[src/rtl/pong_pkg.sv]
// Shared types and screen constants for the pong referee slice.
package pong_pkg;

    localparam int POS_W    = 10;
    localparam int SCREEN_W = 640;
    localparam int SCREEN_H = 480;

    typedef enum logic [1:0] {
        SERVE_WAIT = 2'd0,
        PLAY       = 2'd1,
        PAUSE      = 2'd2,
        GAME_OVER  = 2'd3
    } referee_state_t;

endpackage

[src/rtl/btn_sync_edge.sv]
// Brings a raw push-button into the clock domain and emits a one-cycle pulse
// on its rising edge.
module btn_sync_edge (
    input  logic clk_i,
    input  logic reset_i,
    input  logic btn_i,
    output logic pulse_o
);

    logic meta_q;
    logic sync_q;
    logic prev_q;

    always_ff @(posedge clk_i or posedge reset_i) begin
        if (reset_i) begin
            meta_q <= 1'b0;
            sync_q <= 1'b0;
            prev_q <= 1'b0;
        end else begin
            meta_q <= btn_i;
            sync_q <= meta_q;
            prev_q <= sync_q;
        end
    end

    assign pulse_o = sync_q & ~prev_q;

endmodule

[src/rtl/score_referee.sv]
// Pong referee: detects missed balls once per frame, emits score pulses,
// holds and re-serves the ball, and declares the match winner.
module score_referee
    import pong_pkg::*;
#(
    parameter logic [POS_W-1:0] TOP_LIMIT    = 10'd8,
    parameter logic [POS_W-1:0] BOTTOM_LIMIT = 10'd472,
    parameter logic [POS_W-1:0] BALL_SIZE    = 10'd8,
    parameter logic [POS_W-1:0] PADDLE_W     = 10'd64,
    parameter logic [7:0]       PAUSE_FRAMES = 8'd60,
    parameter logic [3:0]       WIN_SCORE    = 4'd9
) (
    input  logic             clk_i,
    input  logic             reset_i,
    input  logic             frame_tick_i,
    input  logic [POS_W-1:0] ball_x_i,
    input  logic [POS_W-1:0] ball_y_i,
    input  logic [POS_W-1:0] top_pad_x_i,
    input  logic [POS_W-1:0] bot_pad_x_i,
    input  logic             start_ball_i,
    output logic             score_p1_o,
    output logic             score_p2_o,
    output logic             ball_hold_o,
    output logic             serve_dir_o,
    output logic             game_over_o,
    output logic             winner_o
);

    // One extra bit keeps ball_x+BALL_SIZE and pad_x+PADDLE_W from wrapping.
    function automatic logic overlaps(input logic [POS_W-1:0] bx,
                                      input logic [POS_W-1:0] px);
        logic [POS_W:0] bx_w;
        logic [POS_W:0] px_w;
        bx_w = {1'b0, bx};
        px_w = {1'b0, px};
        return ((bx_w + {1'b0, BALL_SIZE}) > px_w) &&
               (bx_w < (px_w + {1'b0, PADDLE_W}));
    endfunction

    function automatic logic [3:0] sat_inc(input logic [3:0] t);
        return (t >= WIN_SCORE) ? WIN_SCORE : t + 4'd1;
    endfunction

    referee_state_t state_q, state_d;
    logic [3:0] t1_q, t1_d;
    logic [3:0] t2_q, t2_d;
    logic [7:0] pause_q, pause_d;
    logic       score_p1_q, score_p1_d;
    logic       score_p2_q, score_p2_d;
    logic       serve_dir_q, serve_dir_d;
    logic       winner_q, winner_d;

    logic       start_pe;
    logic       p1_miss;
    logic       p2_miss;
    logic [3:0] t1_inc;
    logic [3:0] t2_inc;

    btn_sync_edge u_start_sync (
        .clk_i   (clk_i),
        .reset_i (reset_i),
        .btn_i   (start_ball_i),
        .pulse_o (start_pe)
    );

    assign p1_miss = (ball_y_i >= BOTTOM_LIMIT) && !overlaps(ball_x_i, bot_pad_x_i);
    assign p2_miss = (ball_y_i <= TOP_LIMIT)    && !overlaps(ball_x_i, top_pad_x_i);
    assign t1_inc  = sat_inc(t1_q);
    assign t2_inc  = sat_inc(t2_q);

    always_ff @(posedge clk_i or posedge reset_i) begin
        if (reset_i) begin
            state_q     <= SERVE_WAIT;
            t1_q        <= 4'd0;
            t2_q        <= 4'd0;
            pause_q     <= 8'd0;
            score_p1_q  <= 1'b0;
            score_p2_q  <= 1'b0;
            serve_dir_q <= 1'b0;
            winner_q    <= 1'b0;
        end else begin
            state_q     <= state_d;
            t1_q        <= t1_d;
            t2_q        <= t2_d;
            pause_q     <= pause_d;
            score_p1_q  <= score_p1_d;
            score_p2_q  <= score_p2_d;
            serve_dir_q <= serve_dir_d;
            winner_q    <= winner_d;
        end
    end

    // Player1 is checked first, so a frame crossing both lines scores only for p1.
    always_comb begin
        state_d     = state_q;
        t1_d        = t1_q;
        t2_d        = t2_q;
        pause_d     = pause_q;
        score_p1_d  = 1'b0;
        score_p2_d  = 1'b0;
        serve_dir_d = serve_dir_q;
        winner_d    = winner_q;
        case (state_q)
            SERVE_WAIT: begin
                if (start_pe) state_d = PLAY;
            end
            PLAY: begin
                if (frame_tick_i && p1_miss) begin
                    t1_d        = t1_inc;
                    score_p1_d  = 1'b1;
                    serve_dir_d = 1'b1;
                    pause_d     = 8'd0;
                    if (t1_inc == WIN_SCORE) begin
                        state_d  = GAME_OVER;
                        winner_d = 1'b0;
                    end else begin
                        state_d = PAUSE;
                    end
                end else if (frame_tick_i && p2_miss) begin
                    t2_d        = t2_inc;
                    score_p2_d  = 1'b1;
                    serve_dir_d = 1'b0;
                    pause_d     = 8'd0;
                    if (t2_inc == WIN_SCORE) begin
                        state_d  = GAME_OVER;
                        winner_d = 1'b1;
                    end else begin
                        state_d = PAUSE;
                    end
                end
            end
            PAUSE: begin
                if (frame_tick_i) begin
                    if (pause_q == PAUSE_FRAMES - 8'd1) begin
                        state_d = SERVE_WAIT;
                        pause_d = 8'd0;
                    end else begin
                        pause_d = pause_q + 8'd1;
                    end
                end
            end
            GAME_OVER: begin
                if (start_pe) begin
                    t1_d        = 4'd0;
                    t2_d        = 4'd0;
                    serve_dir_d = 1'b0;
                    state_d     = SERVE_WAIT;
                end
            end
            default: state_d = SERVE_WAIT;
        endcase
    end

    always_comb begin
        ball_hold_o = (state_q != PLAY);
        game_over_o = (state_q == GAME_OVER);
        winner_o    = winner_q;
        serve_dir_o = serve_dir_q;
        score_p1_o  = score_p1_q;
        score_p2_o  = score_p2_q;
    end

endmodule

[config.mk]
export PLATFORM = sky130hd
export DESIGN_NAME = score_referee
export DESIGN_NICKNAME = d
export VERILOG_FILES = /design/src/rtl/pong_pkg.sv /design/src/rtl/btn_sync_edge.sv /design/src/rtl/score_referee.sv
export SDC_FILE = /design/constraint.sdc
export NUM_CORES = 1
export LEC_CHECK = 0
export ABC_CLOCK_PERIOD_IN_PS = 4740
export BUFFER_PORTS_ARGS = -buffer_cell sky130_fd_sc_hd__buf_4
export CORE_ASPECT_RATIO = 2
export CORE_UTILIZATION = 45
export CTS_CLUSTER_DIAMETER = 40
export DETAILED_ROUTE_END_ITERATION = 10
export PLACE_DENSITY_LB_ADDON = 0.1
export SLEW_MARGIN = 30
export SYNTH_ARGS = -nofsm -noshare
export SYNTH_HDL_FRONTEND = slang
export SYNTH_SLANG_ARGS = --single-unit
[constraint.sdc]
create_clock -name clk_i -period 4.74 [get_ports clk_i]
set_clock_uncertainty 0.05 [all_clocks]
set_input_delay 0.948 -clock clk_i [delete_from_list [all_inputs] [get_ports clk_i]]
set_output_delay 0.948 -clock clk_i [all_outputs]
set_load 0.01 [all_outputs]
### Word-level counts from Yosys, hierarchy flattened

Index checks and enable logic that the tools add are counted.

* magnitude comparators: 8
* add/subtract/negate cells: 6
* bitwise gates (word level): 2
* equality and inequality tests: 16
* reductions and logical operators: 19
* muxes and demuxes: 35

Operators with widths (number)
* two-way mux 8 bit: 4
* two-way mux 4 bit: 6
* adder 10 x 7 -> 11 bit, second input constant: 2
* > comparator 11 x 10 -> 1 bit: 2
* < comparator 10 x 11 -> 1 bit: 2
* one-hot mux 4 bit (2 select lines): 2
* one-hot mux 8 bit (2 select lines): 1
* two-way mux 1 bit: 14
* two-way mux 2 bit: 6
* != test 2 bit, second input constant: 6
* adder 10 x 4 -> 11 bit, second input constant: 1
* >= comparator 10 x 9 -> 1 bit, second input constant: 1
* <= comparator 10 x 4 -> 1 bit, second input constant: 1
* AND reduction 3 bit: 3
* adder 4 x 1 -> 4 bit, second input constant: 2
* adder 8 x 1 -> 8 bit, second input constant: 1
* equality test 4 bit, second input constant: 2
* equality test 8 x 6 -> 1 bit, second input constant: 1
* >= comparator 4 bit, second input constant: 2
* one-hot mux 2 bit (4 select lines): 1
* AND reduction 4 bit: 2
* nonzero test 2 bit: 4
* logical AND 1 bit: 6
* != test 2 x 1 -> 1 bit, second input constant: 3
* other kinds (9): 11

* output and inout port bits: 6
* bits of input ports: 44
* logic and storage cells: 97
* flip-flop bits (word level): 25

### Depth between registers and ports, before layout

Gate-level depths: netlist of run 1.

* word-level depth: 9
* mapped depth: 12

### Modules after synthesis

A second synthesis of run 1 with hierarchy kept.

* cells, all modules: 283
* area total of the unflattened synthesis: 2472.4 um^2

By module, submodules not included
* score_referee: times used 1, area each 2379.8 um^2, cells each 278, seq. area each 550.5 um^2
* btn_sync_edge: times used 1, area each 92.6 um^2, cells each 5, seq. area each 75.1 um^2

### Worst setup path after synthesis of run 1

Ideal clock, no wire load.

* path kind: in2reg
* from: input port ball_x_i[3]
* to: register pause_q[0]
* path buffers: 1
* setup time: 0.136 ns
* required time: 4.554 ns
* cell stages on the path: 12
* slack: 1.482 ns
* arrival time: 3.072 ns
* cells stage by stage: ha_1 > nand3_1 > nor2_1 > xor2_1 > ha_1 > nand3_1 > nor4_1 > a2111oi_4 > or2_1 > buf_6 > a31oi_4 > mux2i_4

* cells in the longest elaborated chain, start to end: 8
* elaborated cells on any way between the ends: 17
* those cells by class: add/sub: 1; order compare: 4; eq/ne: 1; mux: 2; reduce/logical: 9

Ends and longest elaborated chain
* start, declared: line score_referee.sv:16 `input logic [POS_W-1:0] ball_x_i,`
* adder 10 x 4 -> 11 bit: line score_referee.sv:36 `return ((bx_w + {1'b0, BALL_SIZE}) > px_w) &&`
* > comparator 11 x 10 -> 1 bit: line score_referee.sv:36
* logical AND 1 bit: line score_referee.sv:36
* logical NOT 1 bit, on equally long branches: line score_referee.sv:66, score_referee.sv:67
* logical AND 1 bit, on equally long branches: line score_referee.sv:66, score_referee.sv:67
* logical AND 1 bit, on equally long branches: line score_referee.sv:108, score_referee.sv:119
* != test 3 bit (no source line) or two-way mux 8 bit (tied branches)
* AND reduction 3 bit (no source line) or one-hot mux 8 bit (2 select lines) (tied branches)
* end signal, assigned: line score_referee.sv:85 `pause_q <= pause_d;`
* end, declared: line score_referee.sv:47 `logic [7:0] pause_q, pause_d;`

Several ways; a longest one is shown, not always the timed one.
A chain may end at the register's enable or synchronous reset.

### Worst setup path after layout of run 1

* from: input port ball_x_i[3]
* to: register t2_q[0]

* cells in the longest elaborated chain, start to end: 8
* elaborated cells on any way between the ends: 16
* those cells by class: add/sub: 1; order compare: 4; eq/ne: 2; reduce/logical: 9

Ends and longest elaborated chain
* adder 10 x 4 -> 11 bit: line score_referee.sv:36
* > comparator 11 x 10 -> 1 bit: line score_referee.sv:36
* logical AND 1 bit: line score_referee.sv:36
* logical NOT 1 bit, on equally long branches: line score_referee.sv:67, score_referee.sv:66
* logical AND 1 bit, on equally long branches: line score_referee.sv:67, score_referee.sv:66
* logical AND 1 bit, on equally long branches: line score_referee.sv:119, score_referee.sv:108
* != test 2 bit (no source line)
* AND reduction 4 bit (no source line) *
* end signal, assigned: line score_referee.sv:84 `t2_q <= t2_d;`
* end, declared: line score_referee.sv:46 `logic [3:0] t2_q, t2_d;`

Mark *: on every way between the ends. The rest lies on a longest branch, timed or not.

==> results of run 1 <==
==> registers in the layout, indices dropped and copies added (netlist names) <==
| name | cells |
|---|---|
| state_q | 2 |
| t1_q | 4 |
| u_start_sync.sync_q | 1 |
| u_start_sync.prev_q | 1 |
| serve_dir_o | 1 |
| u_start_sync.meta_q | 1 |
| score_p2_o | 1 |
| pause_q | 8 |
| t2_q | 4 |
| score_p1_o | 1 |
| winner_o | 1 |
==> cell type report <==
cell class | instances | area [µm²] | share of cell area [%]
clock buffer | 4 | 45.0 | 1.54
inverter | 39 | 146 | 4.99
multi-input combinational | 216 | 1670 | 57.1
sequential | 25 | 626 | 21.3
tap | 58 | 72.6 | 2.48
timing repair buffer | 49 | 368 | 12.5
==> worst max-delay path: cells and delay by family <==
kind / cells / cell delay [ns]
buffers and inverters: 1 / 0.11
adders and majority gates: 2 / 0.51
muxes: 1 / 0.22
AOI/OAI and AO/OA: 4 / 0.75
and+or+nand+nor: 4 / 0.75
xor gates and xnor gates: 1 / 0.24
==> worst paths after layout <==
kind,end,cells past startpoint
max,t2_q[0],13
min,u_start_sync.sync_q,0
max reg2reg,pause_q[4],8
min reg2reg,u_start_sync.sync_q,0
max in group asynchronous,u_start_sync.sync_q,2
min in group asynchronous,pause_q[6],2
==> cell usage in the layout, fill, tap and decap left out, drive strengths merged, types with 8 or more instances in the layout <==
cell type and instances:
dfrtp 25, nor2 10, inv 39, buf 49
nor3 11, a31oi 8, nand3 15, nand2 20
a21oi 17, o21ai 14, ha 44
==> power by group <==
part           internal (µW)  switching, µW  total [µW]
Combinational            191            264         455
Clock                   60.5           70.6         131
Sequential               263           62.7         326
Total                    515            397         912
==> per-layer routing <==
layer  vias to the layer above  part of all wire [%]  track usage (%)
li1                       1131                     -                -
met1                      1079                    35             21.8
met2                        61                    58             50.2
met3                        16                   2.8             1.56
met4                         0                   3.9             12.8
met5                         -                     0                0
==> per-stage QoR <==
stage               hold slack [ns]  std cells
floorplan                     0.281        282
global placement              0.297        387
detailed placement            0.286        387
CTS                           0.317        391
global route                  0.320        391
finish                        0.312        391
==> logic make-up after synthesis <==
family                   synth area share [%]
multiplexers                             1.73
adder cells (fa/ha/maj)                  22.4
AND/OR/NAND/NOR                          17.6
XOR/XNOR                                 3.20
buffers and inverters                    6.56
AO/OA/AOI/OAI                            23.1
flip-flops                               25.4
==> results.yml, run 1 <==
clocking:
  cts_tree: "built"
  ctsResizeCount: 0
  clkSinkCount: 25
  root_buffer: "clkbuf_8"
  path_clk_slew_ns: 0.09
  htreeDepth: 1
  numCtsBuffers: 3
  cts_setup_buffers: 0
  ctsHoldBuffers: 0
  worstSkewPairLatency_ns: 0.28
  cts_buffer_depth: 2
drt:
  num_vias: 2287
  ant_nets: 0
  viasPerCell: 5.85
  wl_per_cell_um: 16.5
  firstDrtPassIters: 4
  drt_iter0_drc: 44
  drc: 0
  wl_um: 6470
sta:
  period_minus_slack_ns: 3.36
  worst_slew_pin_slew_ns: 0.908
  fin_ws_ns: 1.38
  final_hold_viol_count: 0
  tns_ns: 0
  rsz0062_at_grt: "no"
  slew_headroom_pct: 39.0
  setup_viol: 0
  max_freq_ghz: 0.297
  slew_viol_final: 0
  period_share_pct: 71.0
worst_setup_path:
  criticalPathCategory: "primary input to flip-flop"
  worst_ep_required_time_ns: 4.90
  critical_path.reg2reg.startpoint: "pause_q[0]"
  crit_path_end_kind: "flip-flop"
  cp-start-kind: "primary input"
  max_stage_delay_ns: 0.31
  cp.arrival_ns: 3.53
  cp_max_fo: 7
  critPathLaunch: "ball_x_i[3]"
  r2r_setup_slack_ns: 2.18
  critPathSlowestCell: "ha_1"
  path_cells: "buf_4 -> ha_1 -> nand3_1 -> nor2_1 -> xor2_1 -> ha_1 -> nand4_1 -> o211ai_1 -> a2111oi_0 -> a21o_1 -> o21ai_4 -> nor2_1 -> mux2i_1"
synthesis:
  synth-edff-count: 0
  synth_fp_nets: 370
  yosys_warnings: 0
  syn_area_um2: 2460
  synth.most_common_cell: "ha_1"
  netlist.top_cell.by_area: "dfrtp_1"
  synth_top_area_share_pct: 25.4
  syn-mean-instance-area_um2: 8.73
  synth-async-reset-ratio_pct: 100
  synthTopCellsByCount: "ha_1 (44), inv_1 (36), dfrtp_1 (25)"
  ys_seq_area_share_pct: 25.4
  synth_cell_type_count: 51
  ys.flop_type: "dfrtp_1"
  syn_inst: 282
  yosys-top-cells-area: "dfrtp_1 (25%), ha_1 (22%), inv_1 (5.5%)"
  synth_seq_cells: 25
pwr:
  p_leak_uw: 0.00143
  ir_drop_uv: 233
  cellPowerDensity_nw_per_um2: 311
  p_total_uw: 912
global_routing:
  antenna_found_initial: 0
  grtUsageTotal_pct: 25.0
  grt_pass1_vias: 2327
  grt_pass1_wl_um: 10300
  grt_max_degree: 26
  gr-total-overflow: 0
die:
  coreArea_um2: 5180
  die_w_um: 54.3
  initial_core_util_pct: 47.5
  die_y_um: 107
  rows: 37
  dieArea_um2: 5790
  num_io_pins: 50
worst_hold_path:
  hold_class: "flip-flop to flip-flop"
  worstHoldStart: "u_start_sync.meta_q"
placed_design:
  gp_congestion: 0.812
  dp_hpwl_um: 5450
  numPortBuffers: 49
  postPlaceCellArea_um2: 2890
  place_ws_ns: 1.10
finish:
  fin_util_pct: 56.5
  drive_gt1_share_pct: 20.7
  fillers: 503
  nNetsFinal: 422
  final_cell_area_um2: 2930
  area_growth_pct: 19.1
  antenna_cells: 0
flow_run:
  maxCapViolations: 0
status:
  status: "completed"
Power figures use the tool's default switching activity.
==> run 2, diff against run 1 <==
- ABC_AREA: unset -> 1
- ABC_CLOCK_PERIOD_IN_PS: 4740 -> 2700
- clock period: 4.74 -> 2.7 ns (I/O delays scaled with it)
==> results.yml, run 2 <==
pwr:
  p_seq_share_pct: 28.5
  power_frac_clock_pct: 19.5
  switching_share_pct: 43.5
  ir_drop_uv: 465
  p_comb_share_pct: 52.0
  p_total_uw: 1790
  p_int_uw: 1010
  power.switching_uw: 778
  p_leak_uw: 0.00183
  cellPowerDensity_nw_per_um2: 535
worst_setup_path:
  cp-start-kind: "primary input"
  critical_path.top_delay_family: "simple AND/OR/NAND/NOR gates"
  criticalPathCategory: "primary input to flip-flop"
  worst-path-buf-inv: 2
  critPathSlowestCell: "ha_1"
  max_stage_delay_ns: 0.29
  crit_path_end_kind: "flip-flop"
  cp_max_fo: 8
  critical_path.reg2reg.startpoint: "t2_q[0]"
  path_cells: "buf_4 -> ha_1 -> nand3_1 -> nand3b_1 -> xnor2_1 -> ha_1 -> and3_1 -> nand2_2 -> inv_1 -> nand2_1 -> nand2_1 -> nand3_2 -> nand2_4 -> nand3_4 -> nand3_4 -> nand2_1 -> o21ai_2"
  cpMostUsedCell: "nand2_1"
  worst_ep_required_time_ns: 2.82
  timing.rr.end: "state_q[0]"
  cp.arrival_ns: 2.65
  r2r_cells: 10
  r2r_setup_slack_ns: 0.75
status:
  status: "finished with violations"
  violations: "DRC"
synthesis:
  yosys-top-cells-area: "dfrtp_1 (23%), ha_1 (20%), nand2_1 (12%)"
  syn-mean-instance-area_um2: 7.38
  ys_seq_area_share_pct: 23.1
  synth-edff-count: 0
  syn_area_um2: 2710
  synth.most_common_cell: "nand2_1"
  ys.flop_type: "dfrtp_1"
  netlist.top_cell.by_area: "dfrtp_1"
  synth_top_area_share_pct: 23.1
  syn_inst: 367
  synth_seq_cells: 25
  synth_fp_nets: 455
  yosys_warnings: 0
  synthTopCellsByCount: "nand2_1 (84), inv_1 (67), ha_1 (44)"
  synth-async-reset-ratio_pct: 100
  synth_cell_type_count: 37
finish:
  fin_util_pct: 58.0
  regMostFlops: "pause_q"
  nNetsFinal: 523
  area_growth_pct: 23.2
  fillers: 584
  largest_reg_flops: 8
  layout_common_cells: "nand2_1 (84), inv_1 (67), buf_4 (63)"
  drive_gt1_share_pct: 24.0
  largest_registers: "pause_q (8), t1_q (4), t2_q (4)"
  final_cell_area_um2: 3340
  antenna_cells: 0
  layout_commonest_cell: "nand2_1"
global_routing:
  grt_pass1_vias: 2611
  gr-total-overflow: 0
  grt_max_degree: 26
  antenna_found_initial: 0
  grt_pass1_wl_um: 10900
  grtUsageTotal_pct: 22.1
sta:
  period_minus_slack_ns: 2.54
  hold_ws_ns: 0.272
  slew_viol_final: 0
  period_share_pct: 93.9
  max_freq_ghz: 0.394
  rsz0062_at_grt: "no"
  slew_headroom_pct: 65.1
  fin_ws_ns: 0.163
  final_hold_viol_count: 0
  worst_slew_pin_slew_ns: 0.518
  setup_viol: 0
die:
  die_w_um: 56.9
  dieArea_um2: 6350
  die_y_um: 112
  coreArea_um2: 5760
  initial_core_util_pct: 47.0
  rows: 39
  num_io_pins: 50
clocking:
  clkSinkCount: 25
  root_buffer: "clkbuf_16"
  cts_setup_buffers: 0
  htreeDepth: 1
  path_clk_slew_ns: 0.07
  numCtsBuffers: 3
  worstSkewPairLatency_ns: 0.27
  cts_tree: "built"
  ctsHoldBuffers: 0
  cts_buffer_depth: 2
  ctsResizeCount: 0
placed_design:
  postPlaceCellArea_um2: 3240
  place_ws_ns: -0.199
  gp_congestion: 0.860
  numPortBuffers: 49
  dp_hpwl_um: 5510
drt:
  num_vias: 2541
  ant_nets: 0
  wl_um: 6540
  wl_per_cell_um: 13.2
  viasPerCell: 5.13
  firstDrtPassIters: 7
  drt_iter0_drc: 89
  drc: 4
worst_hold_path:
  hold_class: "primary input to async pin"
flow_run:
  maxCapViolations: 0
-- run 2: cell count changes after synthesis, moves of 6 or more --
cell,previous run,this run
nand3_1,15,27
nand2_2,0,8
nor2_1,9,22
inv_1,36,67
nand2_1,20,84
o21ai_0,4,11
a31oi_1,7,1
-- run 2: cell families (layout without fill, tap and decap cells) --
family / Yosys count / count (layout) / synth area share (%)
simple gates: 174 / 175 / 32.8
buf+inv: 69 / 135 / 10.2
compound gates: 45 / 45 / 10.3
fa+ha+maj: 44 / 44 / 20.3
flops: 25 / 25 / 23.1
xor+xnor: 10 / 10 / 3.23
-- run 2: worst max-delay path by stage --
stage	cells after the start	endpoint	start	slack [ns]
floorplan	17	pause_q[7]	ball_x_i[3]	0.13
global placement	17	pause_q[4]	ball_x_i[3]	-0.15
detailed placement	17	pause_q[2]	ball_x_i[3]	-0.20
CTS	17	pause_q[2]	ball_x_i[3]	0.08
global route	17	pause_q[2]	ball_x_i[4]	0.002
finish	17	pause_q[1]	ball_x_i[3]	0.16
-- run 2: power by group through the flow --
stage / clock network [µW] / registers (µW) / logic (µW)
floorplan: 0 / 512 / 652
global placement: 0 / 516 / 880
detailed placement: 0 / 518 / 892
CTS: 357 / 511 / 896
global route: 365 / 520 / 1050
finish: 348 / 510 / 929
-- run 2: area by class of cell --
type | instances | area, µm² | area share [%]
clock inverters | 1 | 7.51 | 0.225
clock buffers | 3 | 75.1 | 2.25
repair buffers | 63 | 473 | 14.2
multi-input cells | 274 | 1830 | 54.7
inverters | 68 | 255 | 7.65
flip-flops and latches | 25 | 626 | 18.7
well taps | 61 | 76.3 | 2.29
-- run 2: worst register-to-register path: stages (launching register included) --
cell and delay (ns):
dfrtp_1 0.44, inv_1 0.11, ha_1 0.16, nand2_1 0.05, o21ai_0 0.42, o21ai_0 0.17, nand3_1 0.14, nand3b_1 0.12
nand3_1 0.07, nand2_1 0.07, nand2_1 0.04
-- run 2: per-stage QoR --
step / setup TNS [ns] / instances
floorplan: 0 / 367
global placement: -1.48 / 490
detailed placement: -1.93 / 490
CTS: 0 / 494
global route: 0 / 495
finish: 0 / 495
-- run 2: routing by layer --
layer	vias up	wire [µm]	global-route usage, %
li1	1313	-	-
met1	1152	2230	19.5
met2	58	3850	46.1
met3	18	203	2.21
met4	0	262	10.6
met5	-	0	0
